**src/rtl/mccpu_ctrl.sv**
```systemverilog
// Multi-cycle control FSM for the CPU datapath: FETCH/DECODE/EXEC/MEM/WB sequencing,
// combinational control bundle per state, retired-instruction counter.
module mccpu_ctrl #(
  parameter int CNT_W = 32
) (
  input  logic             clk,
  input  logic             rst,
  input  logic [5:0]       Op,
  input  logic [5:0]       Funct,
  input  logic             Zero,
  input  logic             mem_ready,
  output logic             PCWrite,
  output logic             IRWrite,
  output logic             RegWrite,
  output logic             MemWrite,
  output logic             EXTOp,
  output logic [3:0]       ALUOp,
  output logic [1:0]       NPCOp,
  output logic             ALUSrcA,
  output logic             ALUSrcB,
  output logic [1:0]       GPRSel,
  output logic [1:0]       WDSel,
  output logic [2:0]       state,
  output logic [CNT_W-1:0] instret,
  output logic             illegal
);

  typedef enum logic [2:0] {
    S_FETCH  = 3'd0,
    S_DECODE = 3'd1,
    S_EXEC   = 3'd2,
    S_MEM    = 3'd3,
    S_WB     = 3'd4
  } state_t;

  localparam logic [3:0] ALU_NOP = 4'd0, ALU_ADD = 4'd1, ALU_SUB = 4'd2, ALU_AND = 4'd3,
                         ALU_OR  = 4'd4, ALU_SLT = 4'd5, ALU_SLL = 4'd6, ALU_SRL = 4'd7,
                         ALU_LUI = 4'd8;

  state_t           r_state;
  state_t           w_next;
  logic [CNT_W-1:0] r_instret;

  logic [3:0] w_alu;
  logic       w_sa, w_sb, w_ext;
  logic       w_legal, w_jmp, w_jal, w_jr, w_br, w_bne, w_lw, w_sw, w_itype;

  // Instruction decode; Op/Funct are held stable in IR from DECODE onward.
  always_comb begin
    w_alu   = ALU_NOP;
    w_sa    = 1'b0;
    w_sb    = 1'b0;
    w_ext   = 1'b0;
    w_legal = 1'b1;
    w_jmp   = 1'b0;
    w_jal   = 1'b0;
    w_jr    = 1'b0;
    w_br    = 1'b0;
    w_bne   = 1'b0;
    w_lw    = 1'b0;
    w_sw    = 1'b0;
    w_itype = 1'b0;
    case (Op)
      6'b000000: begin
        case (Funct)
          6'b100000: w_alu = ALU_ADD;
          6'b100010: w_alu = ALU_SUB;
          6'b100100: w_alu = ALU_AND;
          6'b100101: w_alu = ALU_OR;
          6'b101010: w_alu = ALU_SLT;
          6'b000000: begin w_alu = ALU_SLL; w_sa = 1'b1; end
          6'b000010: begin w_alu = ALU_SRL; w_sa = 1'b1; end
          6'b001000: w_jr = 1'b1;
          default:   w_legal = 1'b0;
        endcase
      end
      6'b001000: begin w_alu = ALU_ADD; w_sb = 1'b1; w_ext = 1'b1; w_itype = 1'b1; end
      6'b001101: begin w_alu = ALU_OR;  w_sb = 1'b1; w_itype = 1'b1; end
      6'b001111: begin w_alu = ALU_LUI; w_sb = 1'b1; w_itype = 1'b1; end
      6'b100011: begin w_alu = ALU_ADD; w_sb = 1'b1; w_ext = 1'b1; w_lw = 1'b1; end
      6'b101011: begin w_alu = ALU_ADD; w_sb = 1'b1; w_ext = 1'b1; w_sw = 1'b1; end
      // Branch offsets are always sign-extended for the NPC target.
      6'b000100: begin w_alu = ALU_SUB; w_ext = 1'b1; w_br = 1'b1; end
      6'b000101: begin w_alu = ALU_SUB; w_ext = 1'b1; w_br = 1'b1; w_bne = 1'b1; end
      6'b000010: w_jmp = 1'b1;
      6'b000011: begin w_jmp = 1'b1; w_jal = 1'b1; end
      default:   w_legal = 1'b0;
    endcase
  end

  always_comb begin
    PCWrite  = 1'b0;
    IRWrite  = 1'b0;
    RegWrite = 1'b0;
    MemWrite = 1'b0;
    illegal  = 1'b0;
    EXTOp    = 1'b0;
    ALUOp    = ALU_NOP;
    NPCOp    = 2'd0;
    ALUSrcA  = 1'b0;
    ALUSrcB  = 1'b0;
    GPRSel   = 2'd0;
    WDSel    = 2'd0;
    w_next   = r_state;
    case (r_state)
      S_FETCH: begin
        IRWrite = mem_ready;
        if (mem_ready) w_next = S_DECODE;
      end
      S_DECODE: begin
        if (!w_legal) begin
          illegal = 1'b1;
          PCWrite = 1'b1;
          w_next  = S_FETCH;
        end else if (w_jmp) begin
          PCWrite = 1'b1;
          NPCOp   = 2'd2;
          if (w_jal) begin
            RegWrite = 1'b1;
            GPRSel   = 2'd2;
            WDSel    = 2'd2;
          end
          w_next = S_FETCH;
        end else if (w_jr) begin
          PCWrite = 1'b1;
          NPCOp   = 2'd3;
          w_next  = S_FETCH;
        end else begin
          w_next = S_EXEC;
        end
      end
      S_EXEC: begin
        ALUOp   = w_alu;
        ALUSrcA = w_sa;
        ALUSrcB = w_sb;
        EXTOp   = w_ext;
        if (w_br) begin
          PCWrite = 1'b1;
          NPCOp   = (Zero ^ w_bne) ? 2'd1 : 2'd0;
          w_next  = S_FETCH;
        end else if (w_lw || w_sw) begin
          w_next = S_MEM;
        end else begin
          w_next = S_WB;
        end
      end
      S_MEM: begin
        // ALU controls held so the memory address stays stable across stalls.
        ALUOp   = w_alu;
        ALUSrcA = w_sa;
        ALUSrcB = w_sb;
        EXTOp   = w_ext;
        if (w_sw) begin
          MemWrite = 1'b1;
          if (mem_ready) begin
            PCWrite = 1'b1;
            w_next  = S_FETCH;
          end
        end else if (mem_ready) begin
          w_next = S_WB;
        end
      end
      S_WB: begin
        ALUOp    = w_alu;
        ALUSrcA  = w_sa;
        ALUSrcB  = w_sb;
        EXTOp    = w_ext;
        RegWrite = 1'b1;
        PCWrite  = 1'b1;
        if (w_lw) begin
          GPRSel = 2'd1;
          WDSel  = 2'd1;
        end else if (w_itype) begin
          GPRSel = 2'd1;
        end
        w_next = S_FETCH;
      end
      default: w_next = S_FETCH;
    endcase
    if (rst) begin
      PCWrite  = 1'b0;
      IRWrite  = 1'b0;
      RegWrite = 1'b0;
      MemWrite = 1'b0;
      illegal  = 1'b0;
    end
  end

  always_ff @(posedge clk) begin
    if (rst) begin
      r_state   <= S_FETCH;
      r_instret <= '0;
    end else begin
      r_state <= w_next;
      if (PCWrite) r_instret <= r_instret + 1'b1;
    end
  end

  assign state   = r_state;
  assign instret = r_instret;

endmodule

```
**config.mk**
```make
export PLATFORM = sky130hd
export DESIGN_NAME = mccpu_ctrl
export DESIGN_NICKNAME = d
export VERILOG_FILES = /design/src/rtl/mccpu_ctrl.sv
export SDC_FILE = /design/constraint.sdc
export NUM_CORES = 1
export LEC_CHECK = 0
export BUFFER_PORTS_ARGS = -buffer_cell sky130_fd_sc_hd__buf_4
export CORE_ASPECT_RATIO = 1.75
export CORE_UTILIZATION = 37
export DETAILED_ROUTE_END_ITERATION = 7
export GPL_ROUTABILITY_DRIVEN = 0
export GPL_TIMING_DRIVEN = 0
export MAX_ROUTING_LAYER = met4
export SLEW_MARGIN = 20
export SYNTH_ARGS = -nofsm -noshare
export SYNTH_HDL_FRONTEND = slang
export SYNTH_SLANG_ARGS = --single-unit
```
**constraint.sdc**
```tcl
create_clock -name clk -period 5.65 [get_ports clk]
set_input_delay 1.13 -clock clk [delete_from_list [all_inputs] [get_ports clk]]
set_output_delay 1.13 -clock clk [all_outputs]
set_load 0.1 [all_outputs]
```
==> flow_summary.ini, run 1 <==
[synth]
post_synth_inst_count = 315
synth_enable_flop_cells = 0
postSynth.asyncResetShare_pct = 0
synth_nets = 332
register_bit_count_reported_by_yosys = 35
ys_dominant_reg_cell = dfxtp_1
postSynthAreaPerCell_um2 = 7.666
synth.cell_area_um2 = 2415
synth-seq-area-share_pct = 29.02
post_synth_num_cell_types = 55
ys.warnings.count = 0

[critical_path]
timing.rr.end = instret[29]
crit_chain = clkbuf_1 -> or4_1 -> or4_1 -> or4_1 -> a21oi_1 -> buf_4
cpPeakStageDelay_ns = 0.65
cp_data_arrival_time_ns = 3.49
reg2reg_depth = 8
cp_data_required_time_ns = 4.52
startpoint_type = input pin
critical_path.max_fanout = 10
timing.rr.start = state[2]
critical_path.endpoint_type = output port
critical_path_class = input pin to output port
cpMaxStageDelayCell = or4_1
regToRegSetupSlack_ns = 2.82
cpMostUsedCell = or4_1

[power_and_ir_drop]
vdd_ir_drop_max_uv = 69.11
static-leakage-power_uw = 0.001102
power-per-cell-area_nw_per_um2 = 162.6

[clocking]
worst_case_clock_buffer_depth = 2
path_clk_slew_ns = 0.06
cts_tree = done
cts_hold_buf = 0
post_cts_resized = 0
clock_sink_count = 35
clk_latency_ns = 0.30
post_cts_buffers = 0
cts_inserted_buffers = 5
htree_num_levels = 2
clk_root_buffer_cell = clkbuf_8

[timing]
finalCritPeriodShare_pct = 81.81
achievable-frequency_ghz = 0.2163
grt_setup_unrepaired = false
hold_viol = 0
postLayoutSetupSlackWorst_ns = 1.027
finalSetupViolCount = 0
fin_crit_ns = 4.623
finalSetupTns_ns = 0
timing.clock.skew_ns = 0.008167
drv_slew = 0
worst_pin_slew_ns = 0.5335
max_slew_margin_pct = 64.43

[cells_and_area]
layout.cells.most_common_list = buf_4 (67), dfxtp_1 (35), a21oi_1 (32)
most_common_cell_after_layout_fill_and_taps_aside = buf_4
area_delta_synth_final_pct = 28.96
finish.net_count = 405
instances_no_fill = 469
post_route_cells_drive_above_1_share_pct = 24.16
insertedDiodeCount = 0

[place]
dp.cells = 461
detailedPlace.worstSlack_ns = 1.045
detailedPlacementHpwl_um = 5957
port-buffer-count = 66

[drt]
drt_iter0_drc = 157
route.antenna.remaining_nets = 0
wl_per_cell_um = 16.14
drt-vias-per-instance = 5.902
drt_pass1_iterations = 5
vias = 2768
drt_drc_violations_left = 0
finalWirelength_um = 7568

[hold_path]
worstHoldStart = instret[31]
whs_path_depth = 2
hold_path.class = flop to flop
hold_endpoint = instret[31]

[global_routing]
grt_pass1_vias = 2637
grt_use_total_pct = 23.67
grt_antenna_before_repair = 0
grt_max_degree = 11
grt_ovf = 0
first_pass_grt_wire_length_um = 12480

[die]
chipHeight_um = 108.9
die_area_um2 = 6866
die_x_um = 63.07
core.rowCount = 38
boundaryPins = 69
coreArea_um2 = 6228
start_util_pct = 38.77

[run_status]
run_status = finished clean

[run]
drv.max_cap_violation_count = 0
## critical path: cells and delay by family
| kind | cells | cell delay [ns] |
|---|---|---|
| and+or+nand+nor | 3 | 1.70 |
| buffers and inverters | 2 | 0.50 |
| AOI/OAI and AO/OA | 1 | 0.16 |
## per-layer routing
layer	share of wire [%]	track usage, %	vias to the layer above	wire length, um
met1	36	21.63	1302	2761
met4	2.8	11.79	0	212
met3	3.5	3.347	16	262
met5	0	-	-	0
li1	-	-	1377	-
met2	57	46.54	73	4333
## cell families (layout without fill, tap and decap cells)
group                    after synthesis  after routing  synth area share [%]
AO/OA/AOI/OAI                         83             83                 24.14
XOR/XNOR                               2              2                0.7255
adder cells (fa/ha/maj)                1              1                0.5181
buffers and inverters                 32            106                 5.959
flip-flops                            35             35                 29.02
multiplexers                           4              4                 1.762
AND/OR/NAND/NOR                      158            158                 37.88
## flip-flops by register name, summed over array words and instances (netlist names)
name,cells
state,3
instret,32
## cell type report
type,instances,area (um^2)
flip-flops and latches,35,700.7
repair buffers,66,495.5
inverters,7,26.28
well taps,80,100.1
clock buffers,7,76.32
fillers,671,3114
clock inverters,1,5.005
multi-input cells,248,1593
plain buffers,25,117.6
## worst max path at each step
stage | startpoint | to | slack [ns] | cells after the start
2_1_floorplan | Op[5] | ALUOp[1] | 0.20 | 5
3_3_place_gp | Op[5] | ALUOp[1] | 1.04 | 6
3_5_place_dp | Op[5] | ALUOp[1] | 1.04 | 6
4_1_cts | Op[5] | ALUOp[1] | 1.04 | 6
5_1_grt | Op[5] | ALUOp[1] | 0.96 | 6
6_report | Op[5] | ALUOp[1] | 1.03 | 6
## metrics by stage
step | utilization [%] | hold WS [ns] | total power [uW] | area [um^2]
2_1_floorplan | - | 0.9275 | 306.3 | 2437
3_3_place_gp | 48.69 | 0.4674 | 332.4 | 3033
3_5_place_dp | 48.69 | 0.4747 | 333.0 | 3033
4_1_cts | 50.00 | 0.4887 | 513.9 | 3114
5_1_grt | 50.00 | 0.5251 | 527.7 | 3114
6_report | 50.00 | 0.4860 | 506.5 | 3114
## Yosys cell counts (2+ instances only)
library cell	number	area share [%]
a21oi_1	32	6.6
a31o_1	2	0.73
a31oi_1	2	0.52
and2_1	5	1.3
and3_1	6	1.6
and4_1	2	0.73
buf_2	4	0.83
buf_6	2	0.93
clkbuf_1	17	2.6
dfxtp_1	35	29
inv_1	7	1.1
mux2i_1	2	0.83
nand2_1	24	3.7
nand2b_1	6	1.6
nand3_1	17	3.5
nand4_1	7	1.8
nand4b_1	2	0.73
nor2_1	16	2.5
nor2b_1	3	0.78
nor3_1	17	3.5
nor4_1	7	1.8
o21bai_1	2	0.62
o311ai_1	6	2.2
o31ai_1	21	6.5
o41ai_1	5	1.8
or2_2	4	1.0
or3_1	6	1.6
or3b_1	3	1.1
or4_1	26	8.1
xnor2_1	2	0.73
## power breakdown
group	switching [uW]	internal, uW	leakage, uW
clock network	93.0	86.5	0.0000422
registers	1.08	247	0.000282
logic	53.2	25.4	0.000778
Power figures use the tool's default switching activity.
==> inputs of run 2 (changes only) <==
ABC_AREA = 1   (was unset)
clock period = 3.75 ns   (was 5.65 ns; I/O delays follow)
==> flow_summary.ini, run 2 <==
[cells_and_area]
layout.cells.most_common_list = nand2_1 (94), buf_4 (71), nand3_1 (55)
most_common_cell_after_layout_fill_and_taps_aside = nand2_1
instances_no_fill = 585
insertedDiodeCount = 0
post_route_cells_drive_above_1_share_pct = 24.05
max_reg_flops = 32
finish.utilization_pct = 48.89
area_delta_synth_final_pct = 28.39
finish.net_count = 515

[timing]
grt_setup_unrepaired = false
fin_crit_ns = 3.119
worst_pin_slew_ns = 0.7254
final.hold.worst_slack_ns = 0.5056
hold_viol = 0
achievable-frequency_ghz = 0.3206
max_slew_margin_pct = 51.64
timing.clock.skew_ns = 0.004285
postLayoutSetupSlackWorst_ns = 0.6308
finalSetupViolCount = 0
drv_slew = 0
finalCritPeriodShare_pct = 83.18

[power_and_ir_drop]
vdd_ir_drop_max_uv = 162.0
switching_power_total_uw = 275.3
static-leakage-power_uw = 0.001546
comb_power_share_pct = 16.7
clkPwrFrac_pct = 42.8
power.share.switching_pct = 29.24
pwr-share-seq_pct = 40.5
power-per-cell-area_nw_per_um2 = 270.1
p_int_uw = 666.3

[die]
core.rowCount = 41
die_area_um2 = 7698
die_x_um = 66.76
start_util_pct = 38.08
coreArea_um2 = 7131
boundaryPins = 69
chipHeight_um = 115.3

[critical_path]
timing.rr.start = instret[0]
cp_data_arrival_time_ns = 2.37
critical_path.max_fanout = 8
cp_data_required_time_ns = 3.00
startpoint_type = input pin
critical_path.endpoint_type = output port
reg2reg_depth = 10
regToRegSetupSlack_ns = 1.51
timing.rr.end = instret[26]
critical_path_class = input pin to output port

[run_status]
run_status = finished clean

[drt]
finalWirelength_um = 8503
drt_iter0_drc = 151
route.antenna.remaining_nets = 0
vias = 3092
drt_drc_violations_left = 0
drt-vias-per-instance = 5.285
wl_per_cell_um = 14.54
drt_pass1_iterations = 5

[clocking]
htree_num_levels = 2
post_cts_buffers = 0
clk_root_buffer_cell = clkbuf_16
cts_inserted_buffers = 5
clock_sink_count = 35
worst_case_clock_buffer_depth = 2
cts_tree = done
cts_hold_buf = 0
clk_latency_ns = 0.29
post_cts_resized = 0
path_clk_slew_ns = 0.05

[global_routing]
grt_ovf = 0
grt_antenna_before_repair = 0
grt_max_degree = 11
grt_use_total_pct = 24.47
first_pass_grt_wire_length_um = 13860
grt_pass1_vias = 2993

[synth]
yosys.area.top_type_share_pct = 25.81
synth-seq-area-share_pct = 25.81
synthMostInstantiatedCell = nand2_1
postSynth.asyncResetShare_pct = 0
register_bit_count_reported_by_yosys = 35
post_synth_inst_count = 424
netlist_top_cells_area = dfxtp_1 (26%), nand2_1 (13%), nand3_1 (10%)
synth_nets = 441
yosys-top-cells-count = nand2_1 (94), nand3_1 (55), nor2_1 (48)
synth_area_leader_cell = dfxtp_1
postSynthAreaPerCell_um2 = 6.404
ys_dominant_reg_cell = dfxtp_1
post_synth_num_cell_types = 37
synth_enable_flop_cells = 0
ys.warnings.count = 0
synth.cell_area_um2 = 2715

[place]
dp.cells = 577
detailedPlacementHpwl_um = 6803
port-buffer-count = 67
detailedPlace.worstSlack_ns = 0.6377

[hold_path]
hold_path.class = flop to flop
hold_endpoint = instret[29]
worstHoldStart = instret[29]
whs_path_depth = 2

[run]
drv.max_cap_violation_count = 0
[run 2: cells by family after synthesis]
kind of cell | share of synthesized area [%]
and+or+nand+nor | 43.50
buffers and inverters | 10.83
AOI/OAI and AO/OA | 10.05
DFF | 25.81
xor gates and xnor gates | 9.355
adders and majority gates | 0.4608
[run 2: worst max-delay path: stages]
cell and delay [ns]:
buf_4 0.12, nor2_4 0.18, nand3_1 0.21, nor2_1 0.24, a31oi_1 0.10, nand2_2 0.11, nand2_2 0.06, nand2_4 0.14
nand2_4 0.08, inv_1 0.08, buf_4 0.29
[run 2: power by group through the flow]
stage,Sequential [uW],Combinational [uW],Clock [uW]
finish,381,158,403
global route,381,171,422
CTS,381,159,410
detailed placement,389,158,0
global placement,389,158,0
floorplan,410,91.0,0
[run 2: per-layer routing]
metal  share of wire [%]  vias up  track usage [%]
li1                    -     1548                -
met1                  36     1401            23.71
met2                  53      111            43.43
met3                 4.3       32            3.274
met4                 6.2        0            16.60
met5                   0        -                -
[run 2: how the worst max path moves through the flow]
| stage | start | endpoint | slack, ns | depth (start not counted) |
|---|---|---|---|---|
| after floorplan | state[0] | RegWrite | -0.08 | 4 |
| after global placement | Op[5] | PCWrite | 0.64 | 11 |
| after global routing | Op[5] | PCWrite | 0.48 | 11 |
| after CTS | Op[5] | PCWrite | 0.63 | 11 |
| after detailed placement | Op[5] | PCWrite | 0.64 | 11 |
| final | Op[5] | PCWrite | 0.63 | 11 |
[run 2: metrics by stage]
stage                     instance area (um^2)  total power [uW]  TNS [ns]
final                                     3486             941.5         0
after global routing                      3486             974.7         0
after CTS                                 3486             949.6         0
after detailed placement                  3348             547.3         0
after global placement                    3348             546.8         0
after floorplan                           2738             501.2   -0.1097
[run 2: cell type report]
class / instances / area, um^2
inverter: 44 / 165.2
sequential: 35 / 700.7
tap: 86 / 107.6
multi-input combinational: 328 / 1743
clock buffer: 7 / 132.6
fill: 760 / 3645
buffer: 17 / 128.9
clock inverter: 1 / 5.005
timing repair buffer: 67 / 503.0
==> inputs of run 3 (changes only) <==
clock period = 2.6 ns   (was 3.75 ns; I/O delays follow)
==> flow_summary.ini, run 3 (synthesis results as in run 2) <==
[run_status]
run_status = finished clean

[clocking]
clk_latency_ns = 0.29
htree_num_levels = 2
path_clk_slew_ns = 0.06
clock_sink_count = 35
cts_hold_buf = 0
clk_root_buffer_cell = clkbuf_16
worst_case_clock_buffer_depth = 2
cts_inserted_buffers = 5
cts_tree = done

[die]
boundaryPins = 69
die_area_um2 = 7698
chipHeight_um = 115.3
coreArea_um2 = 7131
start_util_pct = 38.08
die_x_um = 66.76
core.rowCount = 41

[cells_and_area]
layout.cell_area.non_filler_um2 = 3695
layout.cells.most_common_list = nand2_1 (94), buf_4 (76), nand3_1 (54)
area_delta_synth_final_pct = 36.08
fillCellCount = 735
finish.utilization_pct = 51.82
max_reg_flops = 32
finish.net_count = 524
insertedDiodeCount = 0
post_route_cells_drive_above_1_share_pct = 28.54
most_common_cell_after_layout_fill_and_taps_aside = nand2_1

[critical_path]
cpMostUsedCell = nand2_4
crit_chain = buf_4 -> nor2_4 -> nand4_1 -> nor3_1 -> nor2_1 -> nand2_4 -> nand2_4 -> clkinvlp_4 -> buf_12
cp_data_arrival_time_ns = 2.01
timing.rr.end = instret[26]
reg2reg_depth = 10
cpMaxStageDelayCell = nor3_1
cpLargestDelayFamily = simple AND/OR/NAND/NOR gates
regToRegSetupSlack_ns = 0.40
cpPeakStageDelay_ns = 0.33
worst_path_bufs_invs = 3
critical_path.max_fanout = 7
startpoint_type = input pin
timing.rr.start = instret[0]
critical_path.endpoint_type = output port
critical_path_class = input pin to output port
cp_data_required_time_ns = 2.08

[global_routing]
grt_max_degree = 11
first_pass_grt_wire_length_um = 13680
grt_use_total_pct = 24.66
grt_pass1_vias = 2967
grt_antenna_before_repair = 0
grt_ovf = 0

[drt]
drt_pass1_iterations = 5
finalWirelength_um = 8764
drt-vias-per-instance = 5.290
wl_per_cell_um = 14.75
route.antenna.remaining_nets = 0
drt_iter0_drc = 184
drt_drc_violations_left = 0
vias = 3142

[power_and_ir_drop]
power-per-cell-area_nw_per_um2 = 389.4
power_uw = 1439
vdd_ir_drop_max_uv = 214.3
static-leakage-power_uw = 0.001602

[timing]
hold_viol = 0
finalSetupTns_ns = 0
achievable-frequency_ghz = 0.3951
finalSetupViolCount = 0
max_slew_margin_pct = 49.58
finalCritPeriodShare_pct = 97.35
timing.clock.skew_ns = 0.003803
fin_crit_ns = 2.531
grt_setup_unrepaired = true
worst_pin_slew_ns = 0.7563
drv_slew = 0

[place]
postPlaceCellArea_um2 = 3432
port-buffer-count = 67
detailedPlacementHpwl_um = 6921

[hold_path]
hold_path.class = flop to flop
whs_path_depth = 2
worstHoldStart = instret[31]
hold_endpoint = instret[31]

[run]
drv.max_cap_violation_count = 0
==> run 3: cell count changes in the layout (fill, tap and decap cells not counted), moves of 3 or more <==
cell | previous run | this run
buf_4 | 71 | 76
buf_6 | 5 | 8
dfxtp_1 | 35 | 32
dfxtp_2 | 0 | 3
nor2_1 | 48 | 41
nor2_2 | 6 | 9
nor2_4 | 1 | 5
==> run 3: worst max path at each step <==
stage	start	endpoint	slack, ns	cells past startpoint
2_1_floorplan	state[0]	RegWrite	-0.17	4
3_3_place_gp	Op[5]	PCWrite	-0.13	11
3_5_place_dp	Op[5]	PCWrite	-0.14	9
4_1_cts	Op[4]	PCWrite	0.003	12
5_1_grt	Op[5]	PCWrite	-0.05	9
6_report	Op[5]	PCWrite	0.07	9
==> run 3: timing repair <==
action                                  CTS  global route
endpoints found under the setup margin    1             4
gates resized for setup                   4             6
buffers inserted                          4             5
pin swaps                                 3             5
==> run 3: power breakdown <==
group          switching, uW  internal, uW
registers               8.27           542
clock network            231           408
logic                    172          76.9
==> run 3: tightest hold or removal path: stages, from the launching register on <==
cell	delay (ns)
dfxtp_1	0.33
nand2_1	0.07
a21oi_1	0.05
==> run 3: through the flow <==
stage,cells,setup WS [ns],hold slack (ns)
2_1_floorplan,424,-0.1674,0.7488
3_3_place_gp,577,-0.1322,0.4772
3_5_place_dp,577,-0.1370,0.4921
4_1_cts,589,0.003159,0.5000
5_1_grt,594,-0.04606,0.5179
6_report,594,0.06887,0.4935
==> run 3: final cells by class <==
| type | instances | area, um^2 | area share (%) |
|---|---|---|---|
| multi-input cells | 328 | 1831 | 49.54 |
| flip-flops and latches | 35 | 704.4 | 19.07 |
| repair buffers | 76 | 594.3 | 16.09 |
| inverters | 44 | 172.7 | 4.673 |
| clock buffers | 8 | 156.4 | 4.233 |
| plain buffers | 17 | 128.9 | 3.488 |
| well taps | 86 | 107.6 | 2.912 |
==> run 3: metal layers <==
| layer | vias up | routed length, um | track usage, % |
|---|---|---|---|
| li1 | 1562 | - | - |
| met2 | 103 | 4750 | 44.51 |
| met3 | 35 | 373 | 3.274 |
| met5 | - | 0 | - |
| met1 | 1442 | 3145 | 22.94 |
| met4 | 0 | 495 | 17.45 |
